==> src/rtl/cpu_types_pkg.sv <==
// Shared CPU types: multiply/divide opcode and sequencer state encodings.
// Pure declarations, no timing.
// Opcode helpers decode operation class so callers never compare raw bits.
package cpu_types_pkg;

  typedef enum logic [1:0] {
    MD_MULT  = 2'd0,
    MD_MULTU = 2'd1,
    MD_DIV   = 2'd2,
    MD_DIVU  = 2'd3
  } mdop_t;

  typedef enum logic [1:0] {
    MD_IDLE = 2'd0,
    MD_RUN  = 2'd1,
    MD_FIX  = 2'd2,
    MD_FIN  = 2'd3
  } mdstate_t;

  // Divide ops occupy the upper half of the opcode space.
  function automatic logic md_is_div(input mdop_t op);
    return op[1];
  endfunction

  // MULT and DIV are the signed variants (even opcodes).
  function automatic logic md_is_signed(input mdop_t op);
    return ~op[0];
  endfunction

endpackage

==> src/rtl/mult_div_unit.sv <==
// Multi-cycle MULT/MULTU/DIV/DIVU unit with architectural HI/LO registers.
// Latency: START at edge 0 -> HI/LO written at edge ITER+1, DONE high the following cycle.
// Backpressure: BUSY high while in flight; START and MTHI/MTLO writes are ignored while BUSY.
module mult_div_unit
  import cpu_types_pkg::*;
#(
  parameter int WIDTH = 32,
  parameter int ITER  = WIDTH
) (
  input  logic             CLK,
  input  logic             RST,
  input  logic             START,
  input  mdop_t            MDOP,
  input  logic [WIDTH-1:0] PORTA,
  input  logic [WIDTH-1:0] PORTB,
  input  logic             FLUSH,
  input  logic             HIWEN,
  input  logic             LOWEN,
  input  logic [WIDTH-1:0] WDATA,
  output logic             BUSY,
  output logic             DONE,
  output logic             DIVZ,
  output logic [WIDTH-1:0] HI,
  output logic [WIDTH-1:0] LO
);

  localparam int            CW   = (ITER > 1) ? $clog2(ITER) : 1;
  localparam logic [CW-1:0] LAST = CW'(ITER - 1);

  // Sequencer state and latched operation context
  mdstate_t         state;
  mdop_t            op_q;
  logic             sign_a;
  logic             sign_b;
  logic             bzero;
  logic [CW-1:0]    cnt;
  // Multiply: opnd = |A|; divide: opnd = |B|
  logic [WIDTH-1:0] opnd;
  // Shared shift register: {upper W+1 bits = partial product / remainder, lower W bits = multiplier / quotient}
  logic [2*WIDTH:0] acc;

  // Request decode
  logic             accept;
  logic             sa_in;
  logic             sb_in;
  logic [WIDTH-1:0] a_mag_in;
  logic [WIDTH-1:0] b_mag_in;

  // One-iteration datapath results
  logic [WIDTH:0]   hi_sum;
  logic [2*WIDTH:0] mul_next;
  logic [WIDTH:0]   rem_sh;
  logic [WIDTH+1:0] diff;
  logic             ge;
  logic [WIDTH:0]   rem_new;
  logic [2*WIDTH:0] div_next;

  // Sign-corrected results
  logic [2*WIDTH-1:0] prod_fix;
  logic [WIDTH-1:0]   quo_fix;
  logic [WIDTH-1:0]   rem_fix;

  // Decode an incoming request into operand magnitudes and sign flags
  always_comb begin
    accept   = START && !FLUSH && ((state == MD_IDLE) || (state == MD_FIN));
    sa_in    = md_is_signed(MDOP) && PORTA[WIDTH-1];
    sb_in    = md_is_signed(MDOP) && PORTB[WIDTH-1];
    a_mag_in = sa_in ? -PORTA : PORTA;
    b_mag_in = sb_in ? -PORTB : PORTB;
  end

  // One shift-add (multiply) or restoring shift-subtract (divide) step
  always_comb begin
    hi_sum = acc[2*WIDTH:WIDTH];
    if (acc[0]) begin
      hi_sum = acc[2*WIDTH:WIDTH] + {1'b0, opnd};
    end
    mul_next = {1'b0, hi_sum, acc[WIDTH-1:1]};

    rem_sh   = acc[2*WIDTH-1:WIDTH-1];
    diff     = {1'b0, rem_sh} - {2'b00, opnd};
    ge       = ~diff[WIDTH+1];
    rem_new  = ge ? diff[WIDTH:0] : rem_sh;
    div_next = {rem_new, acc[WIDTH-2:0], ge};
  end

  // Sign correction of the unsigned magnitude results
  always_comb begin
    prod_fix = (sign_a ^ sign_b) ? -acc[2*WIDTH-1:0] : acc[2*WIDTH-1:0];
    quo_fix  = (sign_a ^ sign_b) ? -acc[WIDTH-1:0] : acc[WIDTH-1:0];
    rem_fix  = sign_a ? -acc[2*WIDTH-1:WIDTH] : acc[2*WIDTH-1:WIDTH];
  end

  // Control FSM, iteration datapath and HI/LO registers with registered status outputs
  always_ff @(posedge CLK or posedge RST) begin
    if (RST) begin
      state  <= MD_IDLE;
      op_q   <= MD_MULT;
      sign_a <= 1'b0;
      sign_b <= 1'b0;
      bzero  <= 1'b0;
      cnt    <= '0;
      opnd   <= '0;
      acc    <= '0;
      HI     <= '0;
      LO     <= '0;
      BUSY   <= 1'b0;
      DONE   <= 1'b0;
      DIVZ   <= 1'b0;
    end else begin
      DONE <= 1'b0;
      DIVZ <= 1'b0;

      // MTHI/MTLO only land while idle; a START on the same edge still wins later at FIX
      if (!BUSY) begin
        if (HIWEN) HI <= WDATA;
        if (LOWEN) LO <= WDATA;
      end

      case (state)
        MD_IDLE, MD_FIN: begin
          if (accept) begin
            state  <= MD_RUN;
            BUSY   <= 1'b1;
            op_q   <= MDOP;
            sign_a <= sa_in;
            sign_b <= sb_in;
            bzero  <= (PORTB == '0);
            cnt    <= '0;
            if (md_is_div(MDOP)) begin
              opnd <= b_mag_in;
              acc  <= {{(WIDTH+1){1'b0}}, a_mag_in};
            end else begin
              opnd <= a_mag_in;
              acc  <= {{(WIDTH+1){1'b0}}, b_mag_in};
            end
          end else begin
            state <= MD_IDLE;
          end
        end

        MD_RUN: begin
          if (FLUSH) begin
            state <= MD_IDLE;
            BUSY  <= 1'b0;
          end else begin
            acc <= md_is_div(op_q) ? div_next : mul_next;
            cnt <= cnt + 1'b1;
            if (cnt == LAST) begin
              state <= MD_FIX;
            end
          end
        end

        MD_FIX: begin
          state <= MD_FIN;
          BUSY  <= 1'b0;
          if (FLUSH) begin
            state <= MD_IDLE;
          end else if (md_is_div(op_q)) begin
            // A zero divisor leaves |A| in the remainder, so rem_fix already restores A
            HI   <= rem_fix;
            LO   <= bzero ? '1 : quo_fix;
            DONE <= 1'b1;
            DIVZ <= bzero;
          end else begin
            {HI, LO} <= prod_fix;
            DONE     <= 1'b1;
          end
        end

        default: begin
          state <= MD_IDLE;
          BUSY  <= 1'b0;
        end
      endcase
    end
  end

endmodule

==> config.mk <==
export PLATFORM = sky130hd
export DESIGN_NAME = mult_div_unit
export DESIGN_NICKNAME = d
export VERILOG_FILES = /design/src/rtl/cpu_types_pkg.sv /design/src/rtl/mult_div_unit.sv
export SDC_FILE = /design/constraint.sdc
export NUM_CORES = 1
export LEC_CHECK = 0
export CAP_MARGIN = 20
export CORE_MARGIN = 4
export CORE_UTILIZATION = 35
export DETAILED_ROUTE_END_ITERATION = 12
export PLACE_DENSITY_LB_ADDON = 0.15
export SLEW_MARGIN = 20
export SYNTH_ARGS = -nofsm -noshare
export SYNTH_HDL_FRONTEND = slang
export SYNTH_SLANG_ARGS = --single-unit
==> constraint.sdc <==
create_clock -name CLK -period 8.8 [get_ports CLK]
set_input_delay 1.76 -clock CLK [delete_from_list [all_inputs] [get_ports CLK]]
set_output_delay 1.76 -clock CLK [all_outputs]
set_load 0.1 [all_outputs]
---- After elaboration in Yosys (flattened, before gate mapping) ----
Index checks and enable logic that the tools add are counted.
operators by class
  $add $sub $neg .......................... 8
  eq/ne operators ......................... 8
  multiplexer cells ....................... 40
  bitwise operators ....................... 3
  reduce and logical (&&, ||, !) cells .... 13
operators with widths
  kind                   count
  $mux W32               17
  $mux W65               3
  $pmux W65 S2           1
  $neg A32 Y32           4
  $mux W33               2
  $mux W64               1
  $neg A64 Y64           1
  $sub A33 B32 Y34       1
  $add A33 B32 Y33       1
  $logic_not A32 Y1      1
  $mux W5                2
  $pmux W5 S2            1
  $mux W1                8
  $mux W2                3
  $ne A2 B2 Y1 const B   3
  $pmux W2 S3            1
  $add A5 B1 Y5 const B  1
  $eq A5 B5 Y1 const B   1
  $eq A2 B2 Y1 const B   2
  $logic_and A1 B1 Y1    4
  $reduce_and A2 Y1      2
  $ne A3 B3 Y1 const B   1
  $pmux W1 S3            1
  $reduce_and A3 Y1      1
  other kinds (8)        9
storage, ports and cells
  register bits after elaboration ......... 176
  input bits .............................. 104
  output and inout bits ................... 67
  logic and storage cells ................. 85

---- Longest topological paths before layout ----
  word-level depth ........................ 6
  gate-level depth with buffers ........... 14
  gate-level depth less buffers ........... 13

---- Worst setup path after synthesis ----
OpenSTA, ideal clock, no wires.
  kind .................................... input to register
  start ................................... in PORTB[15]
  end ..................................... reg acc[27]
  library setup time ...................... 126 ps
  arrival ................................. 4020 ps
  data required time ...................... 8674 ps
  path slack .............................. 4654 ps
  cell stages on the path ................. 8
  buffers on the path ..................... 0
  cell sequence ........................... or4_1 > nor4_1 > nor4b_1 > nand2_1 > o41ai_1 > xor2_1 > mux2i_1 > a221o_1
between the ends
  cells in the longest elaborated chain, start to end .. 5
RTL lines
  what                  line                  RTL
  from (decl)           mult_div_unit.sv:15   input logic [WIDTH-1:0] PORTB,
  $neg A32 Y32          mult_div_unit.sv:69   b_mag_in = sb_in ? -PORTB : PORTB;
  $mux W32              mult_div_unit.sv:69
  $mux W32              mult_div_unit.sv:130  if (md_is_div(MDOP)) begin
  $mux W65              mult_div_unit.sv:122  if (accept) begin
  $pmux W65 S2          mult_div_unit.sv:120  case (state)
  to (signal assigned)  mult_div_unit.sv:132  acc <= {{(WIDTH+1){1'b0}}, a_mag_in};
  to (signal assigned)  mult_div_unit.sv:135  acc <= {{(WIDTH+1){1'b0}}, b_mag_in};
  to (signal assigned)  mult_div_unit.sv:147  acc <= md_is_div(op_q) ? div_next : mul_next;
  to (decl)             mult_div_unit.sv:40   logic [2*WIDTH:0] acc;
Every way passes these cells. The select of a mux whose other input is x is not followed.
A chain may end at the register's enable or synchronous reset.

---- Final worst setup path ----
  start ................................... in PORTA[3]
  end ..................................... reg acc[27]
between the ends
  cells in the longest elaborated chain, start to end .. 5
RTL lines
  what          line                  RTL
  from (decl)   mult_div_unit.sv:14   input logic [WIDTH-1:0] PORTA,
  $neg A32 Y32  mult_div_unit.sv:68   a_mag_in = sa_in ? -PORTA : PORTA;
  $mux W32      mult_div_unit.sv:68
  $mux W32      mult_div_unit.sv:130
  $mux W65      mult_div_unit.sv:122
  $pmux W65 S2  mult_div_unit.sv:120
Every way passes these cells. The select of a mux whose other input is x is not followed.

==> results.toml <==
[yosys]
ys.flop_type = "dfrtp_1"
syn_nets = 2240
synth_area_leaders = "dfrtp_1, nand2_1, a21oi_1"
ys_types = 73
yosys.area.top_type_share_pct = 27.6
synth_edf_count = 0
yosysMostFrequentCell = "nand2_1"
syn_area_sq_um = 15900
synth_cells = 2062
ys_seq_area_share_pct = 27.6
async_flop_share_pct = 100
yosysTopAreaCell = "dfrtp_1"
avgSynthCellArea_sq_um = 7.70
yosys-top-cells-count = "nand2_1, a21oi_1, o21ai_0, dfrtp_1, nor2_1"
synth-seq-cells = 175
synth-warning-count = 0

[cts]
clkLatencyLatePin_ns = 0.47
cts_sinks = 175
htreeDepth = 4
cts_tree = "done"
cts_resized = 0
hold_buffers = 0
postCtsSetupBuffers = 0
clockBufferDepth = 2
cts_root_buf = "clkbuf_16"
path_clk_slew_ns = 0.08
cts_buffers = 17

[floorplanning]
die_h_um = 221
initial_core_util_pct = 35.7
core-area_sq_um = 44500
die_area_sq_um = 48900
fp-row-count = 77
ios = 171
dieWidth_um = 221

[detailed_routing]
wl_um = 61100
drt_iter0_drc = 1515
drc = 0
wl_per_cell_um = 22.3
avgViaCountPerCell = 5.79
vias = 15900
dr.pass1.iters = 6
antenna_left = 0

[pwr]
p_sw_uw = 3310
switching_share_pct = 54.9
power_frac_clock_pct = 13.1
peakVddDrop_mv = 0.236
p_leak_uw = 0.00777
p_per_area_nw_per_um2 = 324
pwr-share-comb_pct = 63.0
p_int_uw = 2720
seqPwrFrac_pct = 23.8

[final_layout]
drive_gt1_share_pct = 6.42
fin_nets = 2314
n_fill_cell = 4624
synthToLayoutAreaGrowth_pct = 17.1

[outcome]
outcome = "complete, no violations"

[setup_path]
crit_family = "simple AND/OR/NAND/NOR gates"
path_buf_inv = 1
cp.arrival_ns = 4.94
worstPathCellList = "clkdlybuf4s50_1, nor4_1, nand2_1, nor4_2, nand2_1, o31ai_1, xor2_1, mux2i_1, a221o_1"
cp.required_ns = 9.15
r2r-start = "acc[31]"
crit_fanout = 6
max_stage_delay_ns = 0.67
endpoint_kind = "flip-flop"
critPathLaunch = "PORTA[3]"
crit_top_cell = "nand2_1"
cp-start-kind = "input pin"
critPathKind = "in2reg"
cp_slowest_cell = "nor4_2"
rrSetupSlack_ns = 4.73

[timing]
slew_headroom_pct = 30.7
fin_crit_ns = 4.58
finalMaxSlewViolations = 0
setup_viol = 0
fin_crit_sh_pct = 52.1
worst_slack_ns = 4.22
tightestPinTransition_ns = 1.04
clock.fmax_mhz = 218
hold_viol_final = 0
fin_skew_ns = 0.0167
setup_tns_ns = 0
rsz0062_at_grt = "no"

[global_routing]
grt_max_degree = 90
grt_pass1_vias = 15200
grt-busiest-layer = "met2"
grtUsageMet2_pct = 38.9
antenna_found_initial = 3
use_met3_pct = 3.68
grt_first_pass_wirelength_um = 93300
gr-total-overflow = 0
track_usage_pct = 24.1
met1_usage_pct = 33.7

[run]
maxCapViolCount = 0

[placement]
globalplace.congestion = 0.935
portBuffers = 170
dp_slack_ns = 3.50
hpwl_um = 46300

[hold_path]
hold_class = "reg2reg"
hp-start = "cnt[2]"
## layout by cell type, fill, tap and decap left out, drive strengths merged, types with 8 or more instances in the layout
cell and count:
nor3 43, and3 23, o21ai 188, o41ai 10, nor2b 28, nor2 161
o22ai 10, a21oi 191, buf 29, or2 14, clkbuf 18, o31ai 22
mux2 39, a21o 29, o21bai 8, ha 72, or4 16, xor2 81
nand4 16, or3 16, nor4 24, clkdlybuf4s50 169, a31oi 17, mux2i 63
xnor2 81, a211oi 35, a32oi 35, a22oi 8, dfrtp 175, nand3 40
a211o 10, inv 84, nand2 258, o21a 16, o211ai 11, nand2b 16
## layout make-up
cell class / count / area (sq um) / share of cell area [%]
Clock buffer: 18 / 429 / 2.31
Tap cell: 592 / 741 / 3.98
Multi-Input combinational cell: 1666 / 10700 / 57.5
Sequential cell: 175 / 4380 / 23.5
Antenna cell: 1 / 2.50 / 0.0134
Timing Repair Buffer: 199 / 1920 / 10.3
Inverter: 77 / 294 / 1.58
Clock inverter: 13 / 144 / 0.773
## per-stage QoR
step / cells / power, uW / hold WS, ns / util, % / cell area, sq um
6_report: 2741 / 6020 / 0.497 / 41.8 / 18600
5_1_grt: 2740 / 6390 / 0.534 / 41.8 / 18600
4_1_cts: 2739 / 6010 / 0.501 / 41.7 / 18600
2_1_floorplan: 2062 / 4130 / 0.455 / - / 15900
3_5_place_dp: 2708 / 5210 / 0.491 / 40.4 / 18000
3_3_place_gp: 2708 / 5180 / 0.481 / 40.4 / 18000
## metal layers
metal	wire length, um	vias up
li1	-	7593
met1	28300	7632
met2	28000	550
met3	3290	88
met4	1510	2
met5	8	-
## flip-flops by register name (all words and copies together) (netlist names), 2 cells and up
register and cells:
opnd 32, HI 32, cnt 5, LO 32, state 2, acc 65
## worst reg2reg max path, stage by stage, from the launching register on
cell       delay [ns]
dfrtp_1          0.52
inv_1            0.15
ha_1             0.22
inv_1            0.07
fa_1             0.20
a21o_1           0.15
nand3_1          0.14
a31o_2           0.33
a2111oi_0        0.78
o221a_2          0.43
a211oi_1         0.16
or3_1            0.33
a41oi_1          0.31
a32o_1           0.21
## final timing paths
check	endpoint	cells after the start
worst max-delay path	acc[27]	9
worst min-delay path	cnt[2]	1
worst max register to register	acc[60]	13
worst min register to register	cnt[2]	1
max in group asynchronous	op_q[1]	3
min in group asynchronous	DONE	2
## cell families after synthesis
family / Yosys count / synth area share [%]
adders and majority gates: 74 / 5.92
xor gates and xnor gates: 162 / 8.93
AOI/OAI and AO/OA: 649 / 25.5
and+or+nand+nor: 679 / 20.0
DFF: 175 / 27.6
muxes: 102 / 6.73
buffers and inverters: 221 / 5.36
## power by group through the flow
| stage | Clock [uW] | Combinational, uW | Sequential [uW] |
|---|---|---|---|
| floorplan | 0 | 2030 | 2090 |
| global placement | 0 | 3740 | 1440 |
| detailed placement | 0 | 3770 | 1450 |
| CTS | 802 | 3780 | 1430 |
| global route | 835 | 4090 | 1470 |
| finish | 792 | 3790 | 1440 |
(Power assumes the default switching activity.)
